$ cat config.mk
export PLATFORM = sky130hd
export DESIGN_NAME = key_spi_trigger
export DESIGN_NICKNAME = d
export VERILOG_FILES = /design/src/rtl/key_spi_trigger_pkg.sv /design/src/rtl/key_spi_trigger_debounce.sv /design/src/rtl/key_spi_trigger.sv
export SDC_FILE = /design/constraint.sdc
export NUM_CORES = 1
export LEC_CHECK = 0
export ABC_AREA = 1
export BUFFER_PORTS_ARGS = -buffer_cell sky130_fd_sc_hd__buf_2
export CAP_MARGIN = 10
export CORE_UTILIZATION = 40
export DETAILED_ROUTE_END_ITERATION = 8
export GPL_TIMING_DRIVEN = 1
export PLACE_DENSITY = 0.68
export REMOVE_ABC_BUFFERS = 1
export SETUP_SLACK_MARGIN = 0.3
export SLEW_MARGIN = 25
export SYNTH_ARGS = -nofsm -noshare
export SYNTH_HDL_FRONTEND = slang
export SYNTH_SLANG_ARGS = --single-unit
$ cat constraint.sdc
create_clock -name clk -period 1.8 [get_ports clk]
set_clock_uncertainty 0.05 [all_clocks]
set_input_delay 0.09 -clock clk [delete_from_list [all_inputs] [get_ports clk]]
set_output_delay 0.09 -clock clk [all_outputs]
set_load 0.03 [all_outputs]
$ cat src/rtl/key_spi_trigger_pkg.sv
// Shared definitions for the key-to-SPI trigger path: transfer FSM states
// and default widths, also imported by the SPI master side.
package key_spi_trigger_pkg;

    // Default SPI payload width
    localparam int unsigned SPI_DATA_W = 8;

    // Default debounce window in clocks and the matching counter width
    localparam int unsigned DEFAULT_DEBOUNCE_CYCLES = 16;
    localparam int unsigned DEFAULT_CNT_W           = 5;

    // Transfer handshake states
    typedef enum logic [1:0] {
        StIdle = 2'd0,  // nothing in flight
        StPend = 2'd1,  // press accepted, waiting for the master to be free
        StAck  = 2'd2,  // start issued, waiting for the master to raise busy
        StXfer = 2'd3   // master busy with our byte
    } spi_state_e;

endpackage

$ cat src/rtl/key_spi_trigger_debounce.sv
// Reusable key front end: 2-flop synchroniser, stability counter and
// press edge detector for one active-low push-button.
module key_debounce #(
    parameter int unsigned DEBOUNCE_CYCLES = 16,
    parameter int unsigned CNT_W           = 5
) (
    input  logic clk,
    input  logic rst,
    input  logic button,
    output logic pressed,
    output logic press_pulse
);

    localparam logic [CNT_W-1:0] CntLast = CNT_W'(DEBOUNCE_CYCLES - 1);

    logic             sync1_q;
    logic             sync2_q;
    logic             stable_q;
    logic             pulse_q;
    logic [CNT_W-1:0] cnt_q;
    logic             accept;

    // The synced level is accepted once it has disagreed for the full window
    assign accept = (sync2_q != stable_q) && (cnt_q == CntLast);

    // Bring the asynchronous key into the clock domain (idles released)
    always_ff @(posedge clk or negedge rst) begin
        if (!rst) begin
            sync1_q <= 1'b1;
            sync2_q <= 1'b1;
        end else begin
            sync1_q <= button;
            sync2_q <= sync1_q;
        end
    end

    // Count consecutive disagreeing cycles; any agreement restarts the window
    always_ff @(posedge clk or negedge rst) begin
        if (!rst) begin
            stable_q <= 1'b1;
            cnt_q    <= '0;
        end else if (sync2_q == stable_q) begin
            cnt_q <= '0;
        end else if (accept) begin
            stable_q <= sync2_q;
            cnt_q    <= '0;
        end else begin
            cnt_q <= cnt_q + CNT_W'(1);
        end
    end

    // One-cycle pulse coinciding with the accepted 1->0 (press) transition
    always_ff @(posedge clk or negedge rst) begin
        if (!rst) begin
            pulse_q <= 1'b0;
        end else begin
            pulse_q <= accept && !sync2_q;
        end
    end

    assign pressed     = ~stable_q;
    assign press_pulse = pulse_q;

endmodule

$ cat src/rtl/key_spi_trigger.sv
// Push-button to SPI master trigger: one start/busy handshake per accepted
// press, carrying an incrementing sequence byte. One press may be queued
// while a transfer is in flight; further presses set a sticky overrun flag.
module key_spi_trigger
    import key_spi_trigger_pkg::*;
#(
    parameter int unsigned DEBOUNCE_CYCLES = DEFAULT_DEBOUNCE_CYCLES,
    parameter int unsigned CNT_W           = DEFAULT_CNT_W,
    parameter int unsigned DATA_W          = SPI_DATA_W
) (
    input  logic              clk,
    input  logic              rst,
    input  logic              button,
    input  logic              tx_busy,
    output logic              tx_start,
    output logic [DATA_W-1:0] tx_data,
    output logic              pressed,
    output logic              press_pulse
    ,
    output logic              overrun
);

    spi_state_e        state_q;
    logic              queued_q;
    logic              overrun_q;
    logic              tx_start_q;
    logic [DATA_W-1:0] tx_data_q;
    logic [DATA_W-1:0] seq_q;

    key_debounce #(
        .DEBOUNCE_CYCLES (DEBOUNCE_CYCLES),
        .CNT_W           (CNT_W)
    ) u_key_debounce (
        .clk         (clk),
        .rst         (rst),
        .button      (button),
        .pressed     (pressed),
        .press_pulse (press_pulse)
    );

    // Handshake FSM with registered start/data, press queue and overrun flag
    always_ff @(posedge clk or negedge rst) begin
        if (!rst) begin
            state_q    <= StIdle;
            queued_q   <= 1'b0;
            overrun_q  <= 1'b0;
            tx_start_q <= 1'b0;
            tx_data_q  <= '0;
            seq_q      <= '0;
        end else begin
            unique case (state_q)
                StIdle: begin
                    // A fresh press and a queued one arriving together merge
                    if (press_pulse || queued_q) begin
                        state_q  <= StPend;
                        queued_q <= 1'b0;
                        if (!tx_busy) begin
                            tx_start_q <= 1'b1;
                            tx_data_q  <= seq_q;
                        end
                    end
                end
                StPend: begin
                    if (tx_start_q) begin
                        tx_start_q <= 1'b0;
                        state_q    <= StAck;
                    end else if (!tx_busy) begin
                        tx_start_q <= 1'b1;
                        tx_data_q  <= seq_q;
                    end
                end
                StAck: begin
                    if (tx_busy) begin
                        state_q <= StXfer;
                    end
                end
                StXfer: begin
                    if (!tx_busy) begin
                        state_q <= StIdle;
                        seq_q   <= seq_q + DATA_W'(1);
                    end
                end
                default: state_q <= StIdle;
            endcase

            // Presses seen while a transfer is in flight fill the single slot
            if (press_pulse && (state_q != StIdle)) begin
                if (!queued_q) begin
                    queued_q <= 1'b1;
                end else begin
                    overrun_q <= 1'b1;
                end
            end
        end
    end

    assign tx_start = tx_start_q;
    assign tx_data  = tx_data_q;
    assign overrun  = overrun_q;

endmodule

==> flow_summary.yaml, run 1 <==
grt:
  grtUsageTotal: 0.163
  grt_util_met2: 0.262
  antenna_found_initial: 0
  grt_max_degree: 31
  grt.overflow.total: 0
  grt_pass1_vias: 1105
  grt_pass1_wl_mm: 4.89
  met3_usage: 0.0551
  grt_use_met1: 0.201
  busiest_layer: "met2"
power_and_ir_drop:
  p_sw_frac: 0.433
  p_per_area_nw_per_um2: 1470
  vdd_drop_max_mv: 0.782
  p_leak_nw: 0.878
  internal_power_mw: 1.42
  seq_power_share: 0.391
  p_clk_frac: 0.165
  p_switching_mw: 1.09
  power_frac_comb: 0.444
worst_setup_path:
  slowest_delay_ns: 0.41
  endpoint_kind: "flop"
  crit_path_top_delay_cell: "dfrtp_1"
  cp-start-kind: "flop"
  crit_arrival_ns: 1.64
  required_ns: 2.00
  worstSetupPathType: "reg -> reg"
  worstPathMaxFanout: 9
  crit_chain: "inv_1 -> ha_4 -> or2_4 -> nand3_4 -> nand2_1 -> o21ai_2"
clock_network:
  root_buffer: "clkbuf_4"
  cts_tree: "built"
  clock_latency_ns: 0.32
  h-tree-depth: 2
  clockBufferDepth: 2
  clk_pin_slew_ns: 0.09
  clock-sinks: 30
  numCtsBuffers: 5
timing:
  slew_headroom: 0.551
  holdWs_ns: 0.148
  hold_violations: 0
  tns_ns: 0
  fin_crit_sh: 0.799
  rsz0062_at_grt: "true"
  drv_slew: 0
  fmaxAchievable_mhz: 695
  fin_crit_ns: 1.44
  tightest_slew_ns: 0.674
  setup_viol: 0
run:
  max-cap-violations: 0
synth:
  ys_seq_elements: 30
  synth_area_um2: 1450
  syn-instance-count: 154
  yosys.area.top_type: "dfrtp_1"
  seq_area_frac_synth: 0.521
  avgSynthCellArea_um2: 9.40
  synthDominantCellAreaShare: 0.467
  ys_types: 24
  synth_area_leaders: "dfrtp_1 (47%), nand2_1 (9.6%), inv_1 (6.5%), ha_1 (6.1%), dfstp_2 (5.4%)"
  synth_warnings: 0
detailed_routing:
  num_vias: 1056
  firstDrtPassIters: 4
  drt-vias-per-instance: 4.67
  route.detailed.drc: 0
  ant_nets: 0
  wl_per_cell_um: 11.7
  routed_wl_mm: 2.64
  drt_iter0_drc: 20
die:
  die_height_um: 62.2
  die_area_um2: 3860
  fp-row-count: 21
  core-area_um2: 3390
  num_io_pins: 16
  start_util: 0.427
  die_x_um: 62.2
placement:
  gp_congestion: 0.746
  io_buffers: 15
  dp_hpwl_mm: 1.81
cells_and_area:
  diodes: 0
  multi_input_area_um2: 639
  drive_gt1_frac: 0.278
  fillers: 334
  fin_nets: 190
  regArea_um2: 754
  syn_to_final_growth_pct: 18.2
min_path:
  hp-class: "in -> reg"
run_status:
  status: "finished, final reports clean"
## routing by layer
| layer | routed length [um] | share of wire |
|---|---|---|
| met2 | 1290 | 0.49 |
| met3 | 108 | 0.041 |
| met5 | 0 | 0 |
| met1 | 1180 | 0.45 |
| met4 | 59 | 0.022 |
## state kept, by name, summed over array words and instances (netlist names)
name	count
tx_data	8
u_key_debounce.sync2_q	1
u_key_debounce.sync1_q	1
tx_start	1
state_q	2
overrun	1
seq_q	8
u_key_debounce.press_pulse	1
u_key_debounce.stable_q	1
queued_q	1
u_key_debounce.cnt_q	5
## power groups by stage
stage | Combinational (mW) | Clock, mW | Sequential (mW)
finish | 1.11 | 0.414 | 0.983
global route | 1.26 | 0.466 | 1.01
CTS | 1.06 | 0.433 | 0.980
detailed placement | 0.955 | 0 | 0.987
global placement | 0.904 | 0 | 0.973
floorplan | 0.589 | 0 | 1.11
## synthesized netlist by cell type
cell type	count
or2_2	1
nand3_1	10
o21ai_0	4
nor2_1	12
nor3_2	1
nand2_4	1
nand3_4	1
buf_12	1
o31ai_1	1
ha_1	7
nand2_2	1
or2_4	1
dfstp_2	3
a21oi_1	2
o21ai_2	8
inv_1	25
xnor2_1	2
xor2_1	5
nand3_2	1
dfrtp_1	27
inv_2	1
a21oi_2	1
nand2_1	37
nor2_2	1
## critical path: cells and delay by family, from the launching register on
kind,cells,cell delay [ns]
and+or+nand+nor,3,0.52
DFF,1,0.41
adders and majority gates,1,0.20
buffers and inverters,1,0.12
AOI/OAI and AO/OA,1,0.06
## through the flow
step / power, mW / instances / area (um^2) / util / setup WS (ns)
2_1_floorplan: 1.70 / 153 / 1430 / - / 0.376
3_3_place_gp: 1.88 / 214 / 1560 / 0.460 / 0.303
3_5_place_dp: 1.94 / 214 / 1560 / 0.460 / 0.217
4_1_cts: 2.47 / 226 / 1680 / 0.496 / 0.331
5_1_grt: 2.74 / 226 / 1710 / 0.505 / 0.260
6_report: 2.51 / 226 / 1710 / 0.505 / 0.362
## worst paths after layout
check,start,slack [ns],cells past startpoint,endpoint
max,state_q[0]$_DFFE_PN0P_,0.36,6,tx_data[1]$_DFFE_PN0P_
max reg2reg,state_q[0]$_DFFE_PN0P_,0.36,6,tx_data[1]$_DFFE_PN0P_
max in group asynchronous,rst,0.98,2,state_q[0]$_DFFE_PN0P_
min,tx_busy,0.15,4,seq_q[2]$_DFFE_PN0P_
min reg2reg,u_key_debounce.sync1_q$_DFF_PN1_,0.31,0,u_key_debounce.sync2_q$_DFF_PN1_
min in group asynchronous,rst,0.28,2,queued_q$_DFF_PN0_
## cell type report
type / count / share of cell area
clock buffer: 7 / 0.0322
clock inverter: 1 / 0.00292
inverter: 26 / 0.0570
timing repair buffer: 18 / 0.0599
sequential: 30 / 0.441
tap: 46 / 0.0336
multi-input combinational: 98 / 0.374
## cell usage in the layout (no fill, tap or decap), drive strengths merged
cell | synthesis | final
o31ai | 1 | 1
o21ai | 12 | 12
or2 | 2 | 2
inv | 26 | 26
ha | 7 | 7
nand3 | 12 | 13
nor2 | 13 | 13
clkinv | 0 | 1
nor3 | 1 | 1
dfrtp | 27 | 27
dlygate4sd3 | 0 | 2
nand2 | 39 | 39
xnor2 | 2 | 2
xor2 | 5 | 5
buf | 1 | 16
a21oi | 3 | 3
dfstp | 3 | 3
clkbuf | 0 | 7
## what timing repair did
item	in CTS	in global routing
cloned	1	0
hold buffers	2	0
gates resized for setup	4	10
hold endpoints to repair	28	0
pin swaps	0	1
setup buffers	1	0
endpoints found under the setup margin	9	15
## logic make-up after synthesis
logic type      after synthesis  share of synthesized area
buf+inv                      27                     0.0812
flops                        30                      0.521
fa+ha+maj                     7                     0.0605
simple gates                 67                      0.214
compound gates               16                     0.0804
xor+xnor                      7                     0.0424
(Power assumes the default switching activity.)
==> run 2: changes to the inputs <==
PLACE_DENSITY = 0.7   (was 0.68)
clock period = 1.25 ns   (was 1.8 ns; I/O delays follow)
==> run 2 against run 1 <==
Effect of this change:
- the run now ends with negative setup slack left
- utilization is 15 points higher
- sequential power is 46% higher
- count of clock-buffer cells in the layout stayed put
- wire length is 23% higher
- worst hold slack better by 0.015 ns
- first-iteration DRC count is 110% higher
- largest cell class is now multi-input gates
==> flow_summary.yaml, run 2 (synthesized netlist as in run 1, its figures left out) <==
run_status:
  status: "finished with violations"
  violations: "negative setup slack"
cells_and_area:
  stdcell_count: 250
  layout_common_cells: "nand2_1 (26), dfrtp_1 (26), buf_6 (21)"
  post-route-util: 0.655
  drive_gt1_frac: 0.549
  diodes: 0
  syn_to_final_growth_pct: 53.4
  fin_nets: 214
  final_cell_area_um2: 2220
clock_network:
  clockBufferDepth: 2
  cts_tree: "built"
  clk_pin_slew_ns: 0.09
  h-tree-depth: 2
  clock_latency_ns: 0.33
  numCtsBuffers: 5
  root_buffer: "clkbuf_4"
  clock-sinks: 30
die:
  die_x_um: 62.2
  num_io_pins: 16
  fp-row-count: 21
  die_area_um2: 3860
  die_height_um: 62.2
  core-area_um2: 3390
  start_util: 0.427
detailed_routing:
  drt_iter0_drc: 42
  routed_wl_mm: 3.25
  num_vias: 1158
  ant_nets: 0
  wl_met3_um: 93
  met1_length_mm: 1.25
  drt-vias-per-instance: 4.63
  wl_per_cell_um: 13.0
  top_layer_used: "met4"
  firstDrtPassIters: 4
  route.detailed.drc: 0
  wl_met2_mm: 1.87
placement:
  dp_hpwl_mm: 1.82
  placedCellCount: 223
  placed_area_um2: 1630
  gp_congestion: 0.771
  io_buffers: 15
  place_worst_setup_slack_ns: -0.264
power_and_ir_drop:
  p_leak_nw: 1.07
  seq_power_share: 0.307
  p_sw_frac: 0.405
  vdd_drop_max_mv: 1.30
  total_power_mw: 4.69
  power_frac_comb: 0.565
  internal_power_mw: 2.79
  p_clk_frac: 0.128
  p_per_area_nw_per_um2: 2110
  p_switching_mw: 1.90
min_path:
  min-delay-start: "tx_busy"
  hp-class: "in -> reg"
timing:
  slew_headroom: 0.750
  setup_viol: 20
  rsz0062_at_grt: "true"
  tns_ns: -2.67
  hold_violations: 0
  fin_crit_ns: 1.43
  worst_slack_ns: -0.183
  fmaxAchievable_mhz: 698
  fin_crit_sh: 1.15
  drv_slew: 0
  holdWs_ns: 0.163
  tightest_slew_ns: 0.375
worst_setup_path:
  cp-start-kind: "flop"
  regToRegSetupSlack_ns: -0.18
  worstSetupPathType: "reg -> reg"
  required_ns: 1.43
  crit_arrival_ns: 1.61
  crit_start: "state_q[1]$_DFFE_PN0P_"
  worstPathMaxFanout: 5
  r2r-start: "state_q[1]$_DFFE_PN0P_"
  worstRegToRegCells: 6
  endpoint_kind: "flop"
  r2r-end: "tx_data[2]$_DFFE_PN0P_"
  worstSetupEndpoint: "tx_data[2]$_DFFE_PN0P_"
grt:
  grt_pass1_wl_mm: 4.96
  antenna_found_initial: 0
  grt_max_degree: 31
  grtUsageTotal: 0.167
  grt_pass1_vias: 1162
  grt.overflow.total: 0
run:
  max-cap-violations: 0
[run 2: layout make-up]
type,count,area (um^2)
clock buffer,7,55.1
tap,46,57.6
sequential,30,756
timing repair buffer,43,429
multi-input combinational,97,821
fill,257,1170
clock inverter,1,5.00
inverter,26,97.6
[run 2: how the worst min path moves through the flow]
stage,endpoint,slack [ns],cells after the start
final,state_q[0]$_DFFE_PN0P_,0.16,4
after detailed placement,overrun$_DFFE_PN0P_,0.05,2
after CTS,seq_q[2]$_DFFE_PN0P_,0.07,4
after global routing,state_q[0]$_DFFE_PN0P_,0.16,4
after global placement,overrun$_DFFE_PN0P_,0.04,2
after floorplan,overrun$_DFFE_PN0P_,-0.28,0
[run 2: worst max-delay path: stages (launching register included)]
cell and delay (ns):
dfrtp_1 0.39, inv_2 0.09, ha_4 0.18, or2_4 0.26, nand3_4 0.14, clkbuf_16 0.17
o21ai_2 0.05
[run 2: repair_timing]
item | CTS | global route
hold buffers | 2 | 0
cloned | 0 | 1
resized for setup | 48 | 48
setup buffers | 11 | 5
setup endpoints to repair | 40 | 40
pin swaps | 12 | 15
hold endpoints to repair | 31 | 0
[run 2: metal layers]
metal | vias up | global-route usage
met1 | 566 | 0.184
met2 | 14 | 0.298
met5 | - | 0
li1 | 573 | -
met4 | 0 | 0.0698
met3 | 5 | 0.0496
[run 2: power groups by stage]
stage	logic, mW	registers, mW	clock network, mW
finish	2.65	1.44	0.599
detailed placement	1.57	1.39	0
floorplan	0.848	1.59	0
global placement	1.50	1.38	0
global route	2.86	1.47	0.658
CTS	2.04	1.40	0.617
==> run 3: changes to the inputs <==
PLACE_DENSITY = unset   (was 0.7)
==> run 3 against run 2 <==
Effect of this change:
- the run still ends with negative setup slack left
- global-route usage decreased by 0.34 points
- total power decreased by 3.7%
- register-to-register slack improved by 0.04 ns
- critical path type unchanged
- via count increased by 2.4%
- count of clock-buffer cells in the layout decreased by 1
- fmax increased by 2.9%
- cell count increased by 1.6%
==> flow_summary.yaml, run 3 (synthesized netlist as in run 1, its figures left out) <==
die:
  num_io_pins: 16
  fp-row-count: 21
  die_area_um2: 3860
  die_x_um: 62.2
  start_util: 0.427
  die_height_um: 62.2
  core-area_um2: 3390
power_and_ir_drop:
  internal_power_mw: 2.67
  p_switching_mw: 1.85
  vdd_drop_max_mv: 1.17
  p_per_area_nw_per_um2: 2040
  seq_power_share: 0.314
  power_frac_comb: 0.552
  p_sw_frac: 0.410
  p_leak_nw: 1.07
  p_clk_frac: 0.134
worst_setup_path:
  endpoint_kind: "flop"
  cp-start-kind: "flop"
  worstSetupPathType: "reg -> reg"
  crit_chain: "ha_4 -> a21oi_4 -> nand3_4 -> nand2_1 -> o21ai_2"
  path_delay_family: "flip-flops"
  crit_arrival_ns: 1.55
  slowest_delay_ns: 0.45
  path_buf_inv: 0
  crit_path_top_delay_cell: "dfrtp_2"
  worstPathMaxFanout: 5
  required_ns: 1.41
cells_and_area:
  fin_nets: 218
  final_cell_area_um2: 2210
  syn_to_final_growth_pct: 52.7
  diodes: 0
  layout_common_cells: "nand2_1 (31), dfrtp_1 (26), buf_6 (21)"
  drive_gt1_frac: 0.519
  final_common_cell: "nand2_1"
  fillers: 267
clock_network:
  root_buffer: "clkbuf_4"
  clockBufferDepth: 2
  clock_latency_ns: 0.32
  numCtsBuffers: 5
  cts_tree: "built"
  h-tree-depth: 2
  clk_pin_slew_ns: 0.09
  clock-sinks: 30
detailed_routing:
  drt_iter0_drc: 50
  ant_nets: 0
  routed_wl_mm: 3.04
  wl_per_cell_um: 12.0
  route.detailed.drc: 0
  drt-vias-per-instance: 4.67
  firstDrtPassIters: 4
  num_vias: 1186
timing:
  tightest_slew_ns: 0.383
  drv_slew: 0
  worst_slack_ns: -0.143
  fin_crit_sh: 1.11
  setup_viol: 15
  fin_crit_ns: 1.39
  slew_headroom: 0.744
  fmaxAchievable_mhz: 718
  rsz0062_at_grt: "true"
  hold_violations: 0
grt:
  grt_max_degree: 31
  grt.overflow.total: 0
  grtUsageTotal: 0.164
  grt_pass1_vias: 1175
  grt_pass1_wl_mm: 4.95
  antenna_found_initial: 0
placement:
  gp_congestion: 0.713
  place_worst_setup_slack_ns: -0.248
  io_buffers: 15
  placed_area_um2: 1640
  dp_hpwl_mm: 1.77
run_status:
  violations: "negative setup slack"
  status: "finished with violations"
run:
  max-cap-violations: 0
min_path:
  hp-class: "in -> reg"
run 3: cell types whose count changed in the layout (fill, tap and decap cells not counted), sizes merged:
cell	before	now
nand3	12	14
buf	40	43
clkinvlp	0	1
clkbuf	8	6
run 3: repair_timing:
action / in CTS / in global routing
resized for setup: 47 / 38
hold endpoints to repair: 31 / 0
buffers inserted: 11 / 7
hold buffers: 2 / 0
endpoints found under the setup margin: 40 / 40
gates cloned: 2 / 0
pin swaps: 8 / 15
run 3: worst min-delay path, delay by kind of cell:
family        cells  cell delay, ns
buf+inv           1            0.15
simple gates      4            0.24
run 3: path summary, 6_finish.rpt:
path | from | endpoint | slack (ns) | depth (start not counted)
max | state_q[0]$_DFFE_PN0P_ | tx_data[0]$_DFFE_PN0P_ | -0.14 | 5
min | tx_busy | tx_start$_DFFE_PN0P_ | 0.13 | 5
max reg2reg | state_q[0]$_DFFE_PN0P_ | tx_data[0]$_DFFE_PN0P_ | -0.14 | 5
min reg2reg | u_key_debounce.sync1_q$_DFF_PN1_ | u_key_debounce.sync2_q$_DFF_PN1_ | 0.31 | 0
max in group asynchronous | rst | u_key_debounce.sync2_q$_DFF_PN1_ | 0.61 | 3
min in group asynchronous | rst | overrun$_DFFE_PN0P_ | 0.23 | 3
run 3: area by class of cell:
class                      count  area [um^2]  area share
clock inverter                 2         12.5     0.00566
tap                           46         57.6      0.0260
sequential                    30          756       0.342
multi-input combinational     99          797       0.360
inverter                      26         97.6      0.0441
timing repair buffer          45          439       0.199
clock buffer                   6         51.3      0.0232
run 3: power groups by stage:
stage,combinational (mW),sequential (mW),clock [mW]
2_1_floorplan,0.848,1.59,0
3_3_place_gp,1.53,1.38,0
3_5_place_dp,1.59,1.39,0
4_1_cts,2.18,1.40,0.633
5_1_grt,2.72,1.46,0.682
6_report,2.49,1.42,0.607
run 3: routing by layer:
layer  global-route usage  wire length (um)  vias to the layer above
met5                    0                 0                        -
met4               0.0698                46                        0
met3               0.0423                97                        4
met2                0.290              1640                       16
met1                0.186              1260                      580
li1                     -                 -                      586
run 3: per-stage QoR:
stage / setup TNS, ns / power (mW) / util / cells / hold WS [ns]
final: -1.27 / 4.52 / 0.652 / 254 / 0.126
after global routing: -2.47 / 4.86 / 0.652 / 254 / 0.135
after CTS: -1.35 / 4.21 / 0.598 / 247 / 0.104
after global placement: -1.92 / 2.92 / 0.482 / 224 / 0.0422
after detailed placement: -2.72 / 2.98 / 0.482 / 224 / 0.0486
after floorplan: -1.50 / 2.44 / - / 153 / -0.283
